File: src/rtl/gsim_fetch_sched.sv
// Read scheduler for the GSIM solver: walks matrix words in address order through a
// credit-limited prefetch FIFO, drops stale responses after rewind/disable.
module gsim_fetch_sched #(
  parameter int DEPTH = 4,
  parameter int WPM   = 17
) (
  input  logic         clk,
  input  logic         reset,
  input  logic         i_en,
  input  logic [4:0]   i_matrix_num,
  output logic         o_mem_rreq,
  output logic [9:0]   o_mem_addr,
  input  logic         i_mem_rrdy,
  input  logic [255:0] i_mem_dout,
  input  logic         i_mem_dout_vld,
  output logic         o_word_vld,
  input  logic         i_word_rdy,
  output logic [255:0] o_word_data,
  output logic [4:0]   o_word_idx,
  output logic [4:0]   o_mat_idx,
  output logic         o_mat_last,
  input  logic         i_rewind,
  input  logic [4:0]   i_rewind_mat,
  output logic         o_done
);

  localparam int PW = (DEPTH > 1) ? $clog2(DEPTH) : 1;
  localparam int CW = PW + 1;
  localparam logic [4:0]  LAST_WORD = 5'(WPM - 1);
  localparam logic [9:0]  WPM_W     = 10'(WPM);
  localparam logic [CW:0] DEPTH_S   = (CW + 1)'(DEPTH);

  typedef enum logic [1:0] {IDLE, FETCH, DRAIN, DONE} state_t;

  state_t        state;
  logic [4:0]    n_mat;
  logic [4:0]    mat;
  logic [4:0]    word;
  logic [CW-1:0] fifo_cnt;
  logic [CW-1:0] inflight;
  logic [CW-1:0] drop_cnt;
  logic [PW-1:0] f_wr, f_rd, t_wr, t_rd;

  logic [255:0]  fifo_data [DEPTH];
  logic [4:0]    fifo_mat  [DEPTH];
  logic [4:0]    fifo_word [DEPTH];
  logic [4:0]    tag_mat   [DEPTH];
  logic [4:0]    tag_word  [DEPTH];

  logic          accept, take, discard, pop, last_req, last_pop, flush;
  logic [CW:0]   credit_used;
  logic [CW-1:0] inflight_upd, drop_upd;

  // Credits cover both buffered words and requests still in flight, so a response always fits.
  assign credit_used = {1'b0, fifo_cnt} + {1'b0, inflight};
  assign o_mem_rreq  = (state == FETCH) && (credit_used < DEPTH_S);
  assign o_mem_addr  = 10'(mat) * WPM_W + 10'(word);

  assign accept  = o_mem_rreq & i_mem_rrdy;
  assign discard = i_mem_dout_vld & (drop_cnt != '0);
  assign take    = i_mem_dout_vld & (drop_cnt == '0);
  assign pop     = o_word_vld & i_word_rdy;

  assign last_req = (mat == n_mat - 5'd1) && (word == LAST_WORD);
  assign last_pop = pop && (fifo_mat[f_rd] == n_mat - 5'd1) && (fifo_word[f_rd] == LAST_WORD);
  assign flush    = !i_en || (i_rewind && (state != IDLE));

  assign inflight_upd = inflight + CW'(accept) - CW'(take);
  assign drop_upd     = drop_cnt - CW'(discard);

  assign o_word_vld  = (fifo_cnt != '0);
  assign o_word_data = o_word_vld ? fifo_data[f_rd] : '0;
  assign o_word_idx  = o_word_vld ? fifo_word[f_rd] : '0;
  assign o_mat_idx   = o_word_vld ? fifo_mat[f_rd]  : '0;
  assign o_mat_last  = o_word_vld && (fifo_word[f_rd] == LAST_WORD);
  assign o_done      = (state == DONE);

  // Storage arrays carry no reset; validity is tracked purely by the pointers and counts.
  always_ff @(posedge clk) begin
    if (accept) begin
      tag_mat[t_wr]  <= mat;
      tag_word[t_wr] <= word;
    end
    if (take) begin
      fifo_data[f_wr] <= i_mem_dout;
      fifo_mat[f_wr]  <= tag_mat[t_rd];
      fifo_word[f_wr] <= tag_word[t_rd];
    end
  end

  always_ff @(posedge clk or posedge reset) begin
    if (reset) begin
      state    <= IDLE;
      n_mat    <= '0;
      mat      <= '0;
      word     <= '0;
      fifo_cnt <= '0;
      inflight <= '0;
      drop_cnt <= '0;
      f_wr     <= '0;
      f_rd     <= '0;
      t_wr     <= '0;
      t_rd     <= '0;
    end else if (flush) begin
      // Everything still in flight becomes a stale response to be discarded on arrival.
      f_wr     <= '0;
      f_rd     <= '0;
      t_wr     <= '0;
      t_rd     <= '0;
      fifo_cnt <= '0;
      inflight <= '0;
      drop_cnt <= drop_upd + inflight_upd;
      if (!i_en) begin
        state <= IDLE;
      end else begin
        state <= FETCH;
        mat   <= i_rewind_mat;
        word  <= '0;
      end
    end else begin
      if (accept) t_wr <= t_wr + PW'(1);
      if (take) begin
        t_rd <= t_rd + PW'(1);
        f_wr <= f_wr + PW'(1);
      end
      if (pop) f_rd <= f_rd + PW'(1);
      fifo_cnt <= fifo_cnt + CW'(take) - CW'(pop);
      inflight <= inflight_upd;
      drop_cnt <= drop_upd;

      if (accept) begin
        if (word == LAST_WORD) begin
          word <= '0;
          mat  <= mat + 5'd1;
        end else begin
          word <= word + 5'd1;
        end
      end

      case (state)
        IDLE: begin
          n_mat <= i_matrix_num;
          mat   <= '0;
          word  <= '0;
          state <= (i_matrix_num == 5'd0) ? DONE : FETCH;
        end
        FETCH: if (accept && last_req) state <= DRAIN;
        DRAIN: if (last_pop) state <= DONE;
        default: ;
      endcase
    end
  end

endmodule

File: config.mk
export PLATFORM = sky130hd
export DESIGN_NAME = gsim_fetch_sched
export DESIGN_NICKNAME = d
export VERILOG_FILES = /design/src/rtl/gsim_fetch_sched.sv
export SDC_FILE = /design/constraint.sdc
export NUM_CORES = 1
export LEC_CHECK = 0
export ABC_AREA = 0
export CAP_MARGIN = 25
export CORE_AREA = 3 3 285 287
export DETAILED_ROUTE_END_ITERATION = 8
export DIE_AREA = 0 0 288 290
export GPL_TIMING_DRIVEN = 0
export PLACE_DENSITY = 0.8
export SYNTH_ARGS = -nofsm -noshare
export SYNTH_HDL_FRONTEND = slang
export SYNTH_SLANG_ARGS = --single-unit
File: constraint.sdc
create_clock -name clk -period 20.7 [get_ports clk]
set_input_delay 3.105 -clock clk [delete_from_list [all_inputs] [get_ports clk]]
set_output_delay 3.105 -clock clk [all_outputs]
set_load 0.01 [all_outputs]
======== Yosys cells after proc, flatten, opt, wreduce, memory -nomap -nowiden ========
Memories as Yosys holds them, arrays and structs flattened.
Index checks and enable logic that the tools add are counted.
cells by class
  add/sub/neg operators ................... 15
  multipliers ............................. 1
  magnitude comparators ................... 1
  eq/ne operators ......................... 10
  muxes and demuxes ....................... 34
  bitwise logic cells ..................... 5
  reduce and logical (&&, ||, !) cells .... 25
operator list
  cell                                                 count
  2-to-1 mux 256 bit                                   1
  2-to-1 mux 5 bit                                     12
  2-to-1 mux 2 bit                                     12
  nonzero test 3 bit                                   4
  adder 10 x 5 -> 10 bit                               1
  adder 5 x 1 -> 5 bit (second input constant)         2
  equality test 5 bit                                  2
  equality test 5 bit (second input constant)          2
  multiplier 5 x 5 -> 10 bit (second input constant)   1
  2-to-1 mux 3 bit                                     3
  subtractor 3 x 1 -> 3 bit                            3
  adder 2 x 1 -> 2 bit (second input constant)         4
  nonzero test 2 bit                                   4
  logical AND 1 bit                                    7
  adder 3 x 1 -> 3 bit                                 2
  case mux 2 bit (3 select lines)                      1
  AND reduction 3 bit                                  2
  logical NOT 5 bit                                    1
  2-to-1 mux 1 bit                                     5
  subtractor 5 x 1 -> 5 bit (second input constant)    1
  adder 3 x 3 -> 4 bit                                 1
  AND 1 bit                                            4
  equality test 2 bit (second input constant)          2
  < comparator 4 x 3 -> 1 bit (second input constant)  1
  other kinds (12)                                     13
storage, ports and cells
  flip-flop bits (word level) ............. 34
  memory bits (writable) .................. 1,104
  word-level logic and storage cells ...... 107
  memories ................................ 5
memories
  memory     words  width  rd ports  clocked after Yosys merged registers in  wr ports  RTL line  RTL
  fifo_data  4      256    1         0                                        1         44        logic [255:0] fifo_data [DEPTH];
  fifo_mat   4      5      1         0                                        1         45        logic [4:0] fifo_mat [DEPTH];
  fifo_word  4      5      1         0                                        1         46        logic [4:0] fifo_word [DEPTH];
  tag_mat    4      5      1         0                                        1         47        logic [4:0] tag_mat [DEPTH];
  tag_word   4      5      1         0                                        1         48        logic [4:0] tag_word [DEPTH];

======== Logic depth before layout (Yosys ltp) ========
Gate-level depths: netlist of the first run.
  depth in word-level cells ............... 8
  gate-level depth with buffers ........... 16

======== Least setup slack after synthesis of the first run ========
No wires, ideal clock.
  path kind ............................... in2reg
  start point ............................. input port i_mem_dout_vld
  end point ............................... memory fifo_data[0][0], enable pin
  arrival ................................. 9,211 ps
  required time ........................... 20,037 ps
  slack ................................... 10,826 ps
  stages on the path ...................... 1
  path buffers ............................ 0
  path through ............................ and3_1
between the ends
  word-level cells in the longest chain between the ends .. 3
RTL lines
  item                                    RTL line  RTL
  start: declaration                      15        input logic i_mem_dout_vld,
  AND 1 bit                               61        assign take = i_mem_dout_vld & (drop_cnt == '0);
  2-to-1 mux 1 bit                        84        if (take) begin
  2-to-1 mux 1 bit (not written as such)  85        fifo_data[f_wr] <= i_mem_dout;
  end: declaration                        44
Every way passes these cells.

======== Final worst setup path of the first run ========
  start point ............................. register f_rd[1]
  end point ............................... output port o_word_data[108]
between the ends
  word-level cells in the longest chain between the ends .. 2
RTL lines
  item                      RTL line  RTL
  start: declaration        42        logic [PW-1:0] f_wr, f_rd, t_wr, t_rd;
  start signal: assignment  126       if (pop) f_rd <= f_rd + PW'(1);
  memory (4 x 256 bit)      --
  2-to-1 mux 256 bit        72        assign o_word_data = o_word_vld ? fifo_data[f_rd] : '0;
  end: declaration          18        output logic [255:0] o_word_data,
Every way passes these cells.

==> results of run 1 <==
==> critical path: stages (launching register included) <==
cell and delay, ns:
dfrtp_1 0.32, clkbuf_1 0.31, clkbuf_1 0.67, clkbuf_1 0.66, buf_1 0.72, mux4_2 0.40
and2_1 0.17, clkdlybuf4s50_1 0.65
==> layout make-up <==
type                       instances  area, sq um
sequential                      1138        34000
tap                             1050         1314
clock inverter                    68        714.4
inverter                          34        127.6
buffer                            99        394.1
antenna                           26        65.06
clock buffer                     136         2942
fill                            4644        23620
multi-input combinational        747         9564
timing repair buffer             577         6125
==> logic make-up (layout without fill, tap and decap cells) <==
group	Yosys count	count (layout)
compound gates	38	38
fa+ha+maj	45	45
mux	285	285
buf+inv	133	914
xor+xnor	30	30
other cells	0	26
flops	1138	1138
simple gates	349	349
==> power by group <==
| part | switching [mW] | internal [mW] |
|---|---|---|
| clock | 0.837 | 1.15 |
| sequential | 0.0582 | 2.68 |
| combinational | 1.00 | 1.05 |
| total | 1.90 | 4.88 |
==> worst paths after layout <==
kind / end / slack [ns]
max: o_word_data[108] / 13.05
min reg2reg: n_mat[1] / 0.60
min in group asynchronous: mat[2] / 2.92
min: n_mat[1] / 0.60
max in group asynchronous: fifo_cnt[2] / 17.14
max reg2reg: drop_cnt[2] / 16.79
==> stage by stage <==
stage | total power [mW] | instance area (sq um)
2_1_floorplan | 3.806 | 44070
4_1_cts | 6.829 | 55140
5_1_grt | 7.051 | 55230
3_5_place_dp | 4.830 | 51480
6_report | 6.773 | 55250
3_3_place_gp | 4.816 | 50910
==> sequential cells by signal, summed over array words and instances (netlist names) <==
name	count
n_mat	5
mat	5
t_wr	2
t_rd	2
drop_cnt	3
f_wr	2
inflight	3
f_rd	2
fifo_mat	20
fifo_data	1024
tag_mat	20
word	5
state	2
fifo_word	20
fifo_cnt	3
tag_word	20
==> routing by layer <==
metal	GRT usage, %	up-vias
met5	0	-
met4	11.10	32
met3	7.148	240
met2	41.19	910
met1	30.10	11700
li1	-	9574
==> cell usage in the layout, fill, tap and decap left out, types with 4 or more instances in the layout <==
cell type	synthesis	routed
buf_16	0	17
clkinvlp_4	0	5
and2_1	275	275
clkdlybuf4s50_1	0	552
nand2b_1	5	5
nand3_1	6	6
xor2_1	8	8
dfrtp_1	34	34
ha_1	40	40
o21ai_0	13	13
buf_8	0	4
clkinv_1	1	18
buf_1	27	27
fa_1	5	5
a21oi_1	9	9
bufinv_16	0	11
clkbuf_8	0	7
nor2_1	19	19
nand2_1	16	16
nor3_1	4	4
and3_1	8	4
edfxtp_1	1104	1104
and3_4	0	4
mux4_2	274	274
clkinv_2	0	28
clkbuf_16	0	111
diode_2	0	26
mux2_2	6	6
inv_1	33	33
clkbuf_1	59	77
buf_2	12	12
xnor2_1	21	21
==> results.json, run 1 <==
{
  "htree_levels": 3,
  "slew_headroom_pct": 33.09,
  "reg2reg_depth": 15,
  "fin_crit_ns": 7.650,
  "path_class": "flip-flop to output pin",
  "dr_total_vias": 22450,
  "synth_edf_count": 1104,
  "crit_path_max_fanout": 10,
  "fp.coreArea_sq_mm": 0.07887,
  "ys_warn_count": 0,
  "cts_root_buffer": "clkbuf_16",
  "first_pass_iters": 5,
  "whs_ns": 0.6001,
  "finish.utilization_pct": 70.05,
  "synthAdderAreaFrac_pct": 1.363,
  "netlist_area_sq_mm": 0.04407,
  "worstPathArrival_ns": 4.55,
  "worst_slew_pin_slew_ns": 1.004,
  "ys.flop_type": "edfxtp_1",
  "finalMaxSlewViolations": 0,
  "wl_mm": 102.7,
  "met1_length_mm": 36.34,
  "grt_pass1_wl_mm": 152.5,
  "ys_top_cells_by_area": "edfxtp_1 75%, mux4_2 14%, and2_1 3.9%",
  "area_growth_pct": 25.37,
  "cp-startpoint": "f_rd[1]",
  "powerDensity_mw_per_mm2": 122.6,
  "antenna_found_initial": 42,
  "seq_area_frac_synth_pct": 77.16,
  "wl_per_cell_um": 26.51,
  "postCtsResizedCells": 0,
  "synthMuxAreaShare_pct": 14.35,
  "dp_hpwl_mm": 67.66,
  "chipHeight_um": 290,
  "async_flop_share_pct": 2.988,
  "cts_setup_buffers": 0,
  "gp_congestion": 0.7953,
  "clk_latency_ns": 0.67,
  "holdCritStartpoint": "n_mat[1]",
  "critPathLaunchType": "flip-flop",
  "io_buffers": 552,
  "synth_top_family_by_area": "multiplexers",
  "holdPathStages": 1,
  "dr_wl_met2_mm": 52.99,
  "yosys.cell_types.count": 48,
  "p_leak_nw": 17.73,
  "dieArea_sq_mm": 0.08352,
  "cts.clk_slew.worst_paths_ns": 0.06,
  "status": "completed",
  "syn-num-nets": 2336,
  "clock_sinks": 1138,
  "endpoint_kind": "output pin",
  "cts_tree": "done",
  "final_nets": 3025,
  "drcViolationCount": 0,
  "yosys.area_share.simple_pct": 4.793,
  "worst_slack_ns": 13.05,
  "grt_usage_pct": 24.70,
  "rsz0062_at_grt": "false",
  "place_inst": 3642,
  "grt_pass1_vias": 24100,
  "drv_cap": 0,
  "skew_ns": 0.04380,
  "vdd_drop_max_uv": 104.8,
  "synth_most_common_cell": "edfxtp_1",
  "die-width_um": 288,
  "cp_data_required_time_ns": 17.59,
  "placementRows": 103,
  "pin_count": 553,
  "overflow": 0,
  "grt_max_degree": 59,
  "report.final.hold_viol_count": 0,
  "timing.final.crit_share_pct": 36.96,
  "synth_common_cells": "1,104 x edfxtp_1, 275 x and2_1, 274 x mux4_2, 59 x clkbuf_1, 40 x ha_1",
  "final_cell_count_no_fill": 3875,
  "cts_buffers": 110,
  "setup_viol": 0,
  "synth_compound_area_share_pct": 0.5281,
  "min_path_type": "flip-flop to flip-flop",
  "reg2reg_from": "fifo_cnt[2]",
  "synthXorXnorAreaFrac_pct": 0.6275,
  "tns_ns": 0,
  "start_util_pct": 55.87,
  "syn-instance-count": 2018,
  "vias_per_cell": 5.794,
  "drtAntennaViolNets": 0,
  "post-place-ws_ns": 13.59,
  "highest_layer": "met5",
  "yosysTopAreaCell": "edfxtp_1",
  "synth-seq-cells": 1138,
  "hold_buffers": 0,
  "drive_above_1_share_pct": 17.72,
  "drt_iter0_markers": 1616,
  "avgSynthCellArea_sq_um": 21.84,
  "wl_met3_mm": 8.810,
  "cts_max_path_buffers": 3,
  "fmax_ghz": 0.1307,
  "synth_top_area_share_pct": 75.23
}
Note: power is estimated with default switching activity, not from simulation.
==> run 2, diff against run 1 <==
Settings changed: CORE_AREA 3 3 285 287 to 3 3 288 290, DIE_AREA 0 0 288 290 to 0 0 291 293, PLACE_DENSITY 0.8 to 0.79.
Clock period 20.7 ns to 7.17 ns, I/O delays scaled along.
==> run 2 against run 1 <==
Sequential power increased to 2.9 times the previous value. Global-route usage decreased by 0.95 points. Flip-flop and latch count unchanged. Combinational power increased to 2.9 times the previous value. Critical path depth unchanged. Power increased to 2.9 times the previous value. Highest routed layer unchanged. Critical path type unchanged.
==> results.json, run 2 (synthesis results as in run 1) <==
{
  "final_cell_count_no_fill": 3881,
  "dr_total_vias": 22300,
  "cp_slowest_stage_delay_ns": 0.79,
  "htree_levels": 3,
  "whs_ns": 0.5756,
  "area_growth_pct": 25.38,
  "placementRows": 104,
  "slew_headroom_pct": 35.07,
  "r2r_slack_ns": 3.38,
  "drtAntennaViolNets": 0,
  "report.final.hold_viol_count": 0,
  "timing.final.crit_share_pct": 80.87,
  "io_buffers": 552,
  "min_path_type": "flip-flop to flip-flop",
  "gp_congestion": 0.8171,
  "dp_hpwl_mm": 67.12,
  "powerDensity_mw_per_mm2": 353.9,
  "fin_crit_ns": 5.798,
  "critPathMostFrequentCell": "clkbuf_1",
  "finish.utilization_pct": 68.60,
  "clk_latency_ns": 0.67,
  "hold_buffers": 0,
  "chipHeight_um": 293,
  "grt_pass1_wl_mm": 151.3,
  "drcViolationCount": 0,
  "r2r-end": "drop_cnt[2]",
  "grt_pass1_vias": 23920,
  "vdd_drop_max_uv": 252.8,
  "setup_viol": 0,
  "cts.clk_slew.worst_paths_ns": 0.06,
  "skew_ns": 0.04741,
  "cts_tree": "done",
  "status": "completed",
  "cts_max_path_buffers": 3,
  "postCtsResizedCells": 0,
  "min_to": "state[0]",
  "clock_sinks": 1138,
  "drive_above_1_share_pct": 17.08,
  "overflow": 0,
  "first_pass_iters": 5,
  "endpoint_kind": "output pin",
  "start_util_pct": 54.71,
  "wl_per_cell_um": 26.12,
  "reg2reg_depth": 15,
  "cts_root_buffer": "clkbuf_16",
  "cts_buffers": 112,
  "worst_slack_ns": 1.372,
  "wl_mm": 101.4,
  "final_nets": 3027,
  "fmax_ghz": 0.1725,
  "fp.coreArea_sq_mm": 0.08055,
  "path_buf_inv": 5,
  "holdCritStartpoint": "state[0]",
  "critPathLaunchType": "flip-flop",
  "finalMaxSlewViolations": 0,
  "p_leak_nw": 17.71,
  "rsz0062_at_grt": "false",
  "path_cells": "clkbuf_1 > clkbuf_1 > clkbuf_1 > buf_1 > mux4_2 > and2_1 > clkdlybuf4s50_1",
  "pin_count": 553,
  "drv_cap": 0,
  "largest_reg_flops": 1024,
  "grt_max_degree": 58,
  "vias_per_cell": 5.746,
  "crit_family": "buffers and inverters",
  "drt_iter0_markers": 1597,
  "dieArea_sq_mm": 0.08526,
  "power_mw": 19.56,
  "die-width_um": 291,
  "antenna_found_initial": 29,
  "regMostFlops": "fifo_data",
  "holdPathStages": 1,
  "cts_setup_buffers": 0,
  "reg2reg_from": "fifo_cnt[2]",
  "final_cell_mix": "1,104 x edfxtp_1, 552 x clkdlybuf4s50_1, 275 x and2_1, 274 x mux4_2, 113 x clkbuf_16",
  "worstPathArrival_ns": 4.72,
  "place_inst": 3652,
  "post-place-ws_ns": 1.862,
  "worst_slew_pin_slew_ns": 0.9739,
  "layout_commonest_cell": "edfxtp_1",
  "cp_data_required_time_ns": 6.09,
  "grt_usage_pct": 23.75,
  "crit_path_max_fanout": 10,
  "path_class": "flip-flop to output pin",
  "slowest_stage": "clkbuf_1"
}
run 2: final cells by class:
| class | instances | area (sq um) |
|---|---|---|
| inverters | 34 | 127.6 |
| repair buffers | 577 | 6156 |
| diodes | 22 | 55.05 |
| plain buffers | 99 | 394.1 |
| fillers | 4856 | 25300 |
| clock buffers | 146 | 2952 |
| clock inverters | 58 | 674.4 |
| flip-flops and latches | 1138 | 34000 |
| multi-input cells | 747 | 9564 |
| well taps | 1060 | 1326 |
run 2: power by group:
part / leakage [nW] / total (mW) / internal, mW / switching, mW
clock: 1.76 / 5.73 / 3.34 / 2.39
combinational: 5.55 / 5.91 / 3.02 / 2.89
sequential: 10.4 / 7.91 / 7.74 / 0.172
total: 17.7 / 19.6 / 14.1 / 5.46
run 2: through the flow:
| stage | area (sq um) | setup TNS (ns) |
|---|---|---|
| after global placement | 50920 | -6324.64 |
| after CTS | 55160 | 0 |
| final | 55250 | 0 |
| after floorplan | 44070 | -718.04 |
| after detailed placement | 51530 | 0 |
| after global routing | 55240 | 0 |
run 2: worst max path at each step:
stage	startpoint	endpoint	slack [ns]	cells after the start
after floorplan	i_mem_dout_vld	fifo_data[0][0]	-0.67	1
after global placement	i_mem_dout_vld	fifo_data[1][179]	-6.01	2
after detailed placement	f_rd[1]	o_word_data[112]	1.86	7
after CTS	f_rd[1]	o_word_data[112]	1.13	7
after global routing	f_rd[1]	o_word_data[112]	1.07	7
final	f_rd[1]	o_word_data[109]	1.37	7
run 2: worst register-to-register path, cell delays in order (launching register included):
cell,delay (ns)
dfrtp_1,0.41
ha_1,0.30
nor4b_1,0.34
and3_1,0.22
clkbuf_1,0.38
inv_1,0.09
ha_1,0.32
inv_1,0.06
ha_1,0.13
inv_1,0.05
fa_1,0.53
inv_1,0.06
fa_1,0.37
xor2_1,0.17
nor2_1,0.14
xnor2_1,0.14
run 2: routing by layer:
metal	global-route usage (%)	up-vias	share of wire, %
met4	10.51	12	4.4
met3	6.379	237	8.3
li1	-	9583	-
met2	40.04	908	51
met5	0	-	0.074
met1	29.20	11560	36
==> run 3, diff against run 2 <==
Clock period 7.17 ns to 5.5 ns, I/O delays scaled along.
==> run 3 against run 2 <==
Sequential power rose by 30%. Routed wire length fell by 0.71%. Die area did not move. Global-route usage fell by 0.23 points. Critical path type unchanged. Count of clock-buffer cells in the layout fell by 12. Non-clock buffer count fell by 1. First-iteration DRC count rose by 1.9%. Worst setup slack got worse by 1.1 ns. Register-to-register slack got worse by 1.8 ns.
==> results.json, run 3 (synthesis results as in run 1) <==
{
  "final_cell_mix": "1,104 x edfxtp_1, 552 x clkdlybuf4s50_1, 275 x and2_1, 274 x mux4_2, 110 x clkbuf_16",
  "grt_max_degree": 57,
  "cts_tree": "done",
  "r2r_slack_ns": 1.58,
  "chipHeight_um": 293,
  "pwr-share-clk_pct": 28.8,
  "drtAntennaViolNets": 0,
  "critPathLaunchType": "flip-flop",
  "final_nets": 3023,
  "fin_crit_ns": 5.234,
  "hold_buffers": 0,
  "timing.final.crit_share_pct": 95.16,
  "path_class": "flip-flop to output pin",
  "dieArea_sq_mm": 0.08526,
  "cp-startpoint": "f_rd[1]",
  "cts_max_path_buffers": 3,
  "tns_ns": 0,
  "min_path_type": "primary input to async pin",
  "grt_pass1_vias": 23800,
  "powerDensity_mw_per_mm2": 458.0,
  "p_leak_nw": 17.65,
  "antenna_found_initial": 17,
  "post-place-ws_ns": 0.5941,
  "regMostFlops": "fifo_data",
  "io_buffers": 552,
  "overflow": 0,
  "dr_total_vias": 22110,
  "worstPathArrival_ns": 4.41,
  "vdd_drop_max_uv": 427.5,
  "vias_per_cell": 5.715,
  "worst_slew_pin_slew_ns": 1.084,
  "finalMaxSlewViolations": 0,
  "intPower_mw": 18.14,
  "clock_sinks": 1138,
  "reg2reg_from": "fifo_cnt[2]",
  "fmax_ghz": 0.1911,
  "final_cell_count_no_fill": 3869,
  "area_growth_pct": 25.04,
  "setup_viol": 0,
  "first_pass_iters": 5,
  "gp_congestion": 0.7977,
  "whs_ns": 0.4851,
  "cts_buffers": 109,
  "worstSetupEndpoint": "o_word_data[143]",
  "cp_data_required_time_ns": 4.68,
  "endpoint_kind": "output pin",
  "skew_ns": 0.04482,
  "power_switching_mw": 7.092,
  "crit_path_max_fanout": 10,
  "wl_mm": 100.6,
  "largest_reg_flops": 1024,
  "layout_commonest_cell": "edfxtp_1",
  "postCtsResizedCells": 2,
  "wl_per_cell_um": 26.01,
  "slew_headroom_pct": 27.71,
  "die-width_um": 291,
  "grt_pass1_wl_mm": 150.3,
  "fp.coreArea_sq_mm": 0.08055,
  "placementRows": 104,
  "drt_iter0_markers": 1627,
  "dp_hpwl_mm": 67.17,
  "drv_cap": 0,
  "reg2reg_depth": 15,
  "report.final.hold_viol_count": 0,
  "clk_latency_ns": 0.66,
  "grt_usage_pct": 23.52,
  "drive_above_1_share_pct": 17.27,
  "p_seq_share_pct": 40.9,
  "pin_count": 553,
  "swShare_pct": 28.10,
  "cts_setup_buffers": 0,
  "cts.clk_slew.worst_paths_ns": 0.06,
  "p_comb_share_pct": 30.3,
  "place_inst": 3652,
  "worst_slack_ns": 0.2662,
  "cts_root_buffer": "clkbuf_16",
  "drcViolationCount": 0,
  "status": "completed",
  "r2r-end": "drop_cnt[2]",
  "htree_levels": 3,
  "start_util_pct": 54.71
}
==> run 3: how the worst min path moves through the flow <==
stage | endpoint | cells after the start
floorplan | tag_mat[0][3] | 0
global placement | state[0] | 1
detailed placement | n_mat[1] | 1
CTS | mat[1] | 2
global route | mat[0] | 2
finish | drop_cnt[1] | 2
==> run 3: cell type report <==
type / count / area (sq um)
tap: 1060 / 1326
sequential: 1138 / 34000
clock buffer: 134 / 2883
multi-input combinational: 747 / 9564
fill: 4861 / 25450
clock inverter: 68 / 630.6
buffer: 99 / 401.6
timing repair buffer: 576 / 6133
antenna: 13 / 32.53
inverter: 34 / 127.6
==> run 3: critical path: stages (launching register included) <==
cell             delay (ns)
dfrtp_1                0.34
clkbuf_1               0.29
clkbuf_1               0.60
clkbuf_1               0.72
clkbuf_1               0.65
mux4_2                 0.42
and2_1                 0.18
clkdlybuf4s50_1        0.53
==> run 3: stage by stage <==
stage                     utilization (%)  power (mW)  instance area, sq um
after floorplan                         -       14.26                 44070
after CTS                           68.33       25.48                 55040
after global routing                68.40       26.29                 55090
final                               68.41       25.23                 55100
after detailed placement            63.96       18.15                 51520
after global placement              63.22       18.00                 50930
==> run 3: routing by layer <==
| layer | vias to the layer above | part of all wire, % | track usage [%] |
|---|---|---|---|
| met5 | - | 0.064 | 0 |
| met4 | 10 | 3.0 | 7.743 |
| met3 | 180 | 7.4 | 5.480 |
| met2 | 833 | 53 | 41.26 |
| met1 | 11530 | 36 | 29.17 |
| li1 | 9564 | - | - |
==> run 3: power by group through the flow <==
stage	clock network, mW	registers, mW	logic, mW
2_1_floorplan	0	10.5	3.80
3_3_place_gp	0	10.5	7.45
3_5_place_dp	0	10.5	7.67
4_1_cts	7.40	10.3	7.76
5_1_grt	7.77	10.3	8.18
6_report	7.27	10.3	7.66
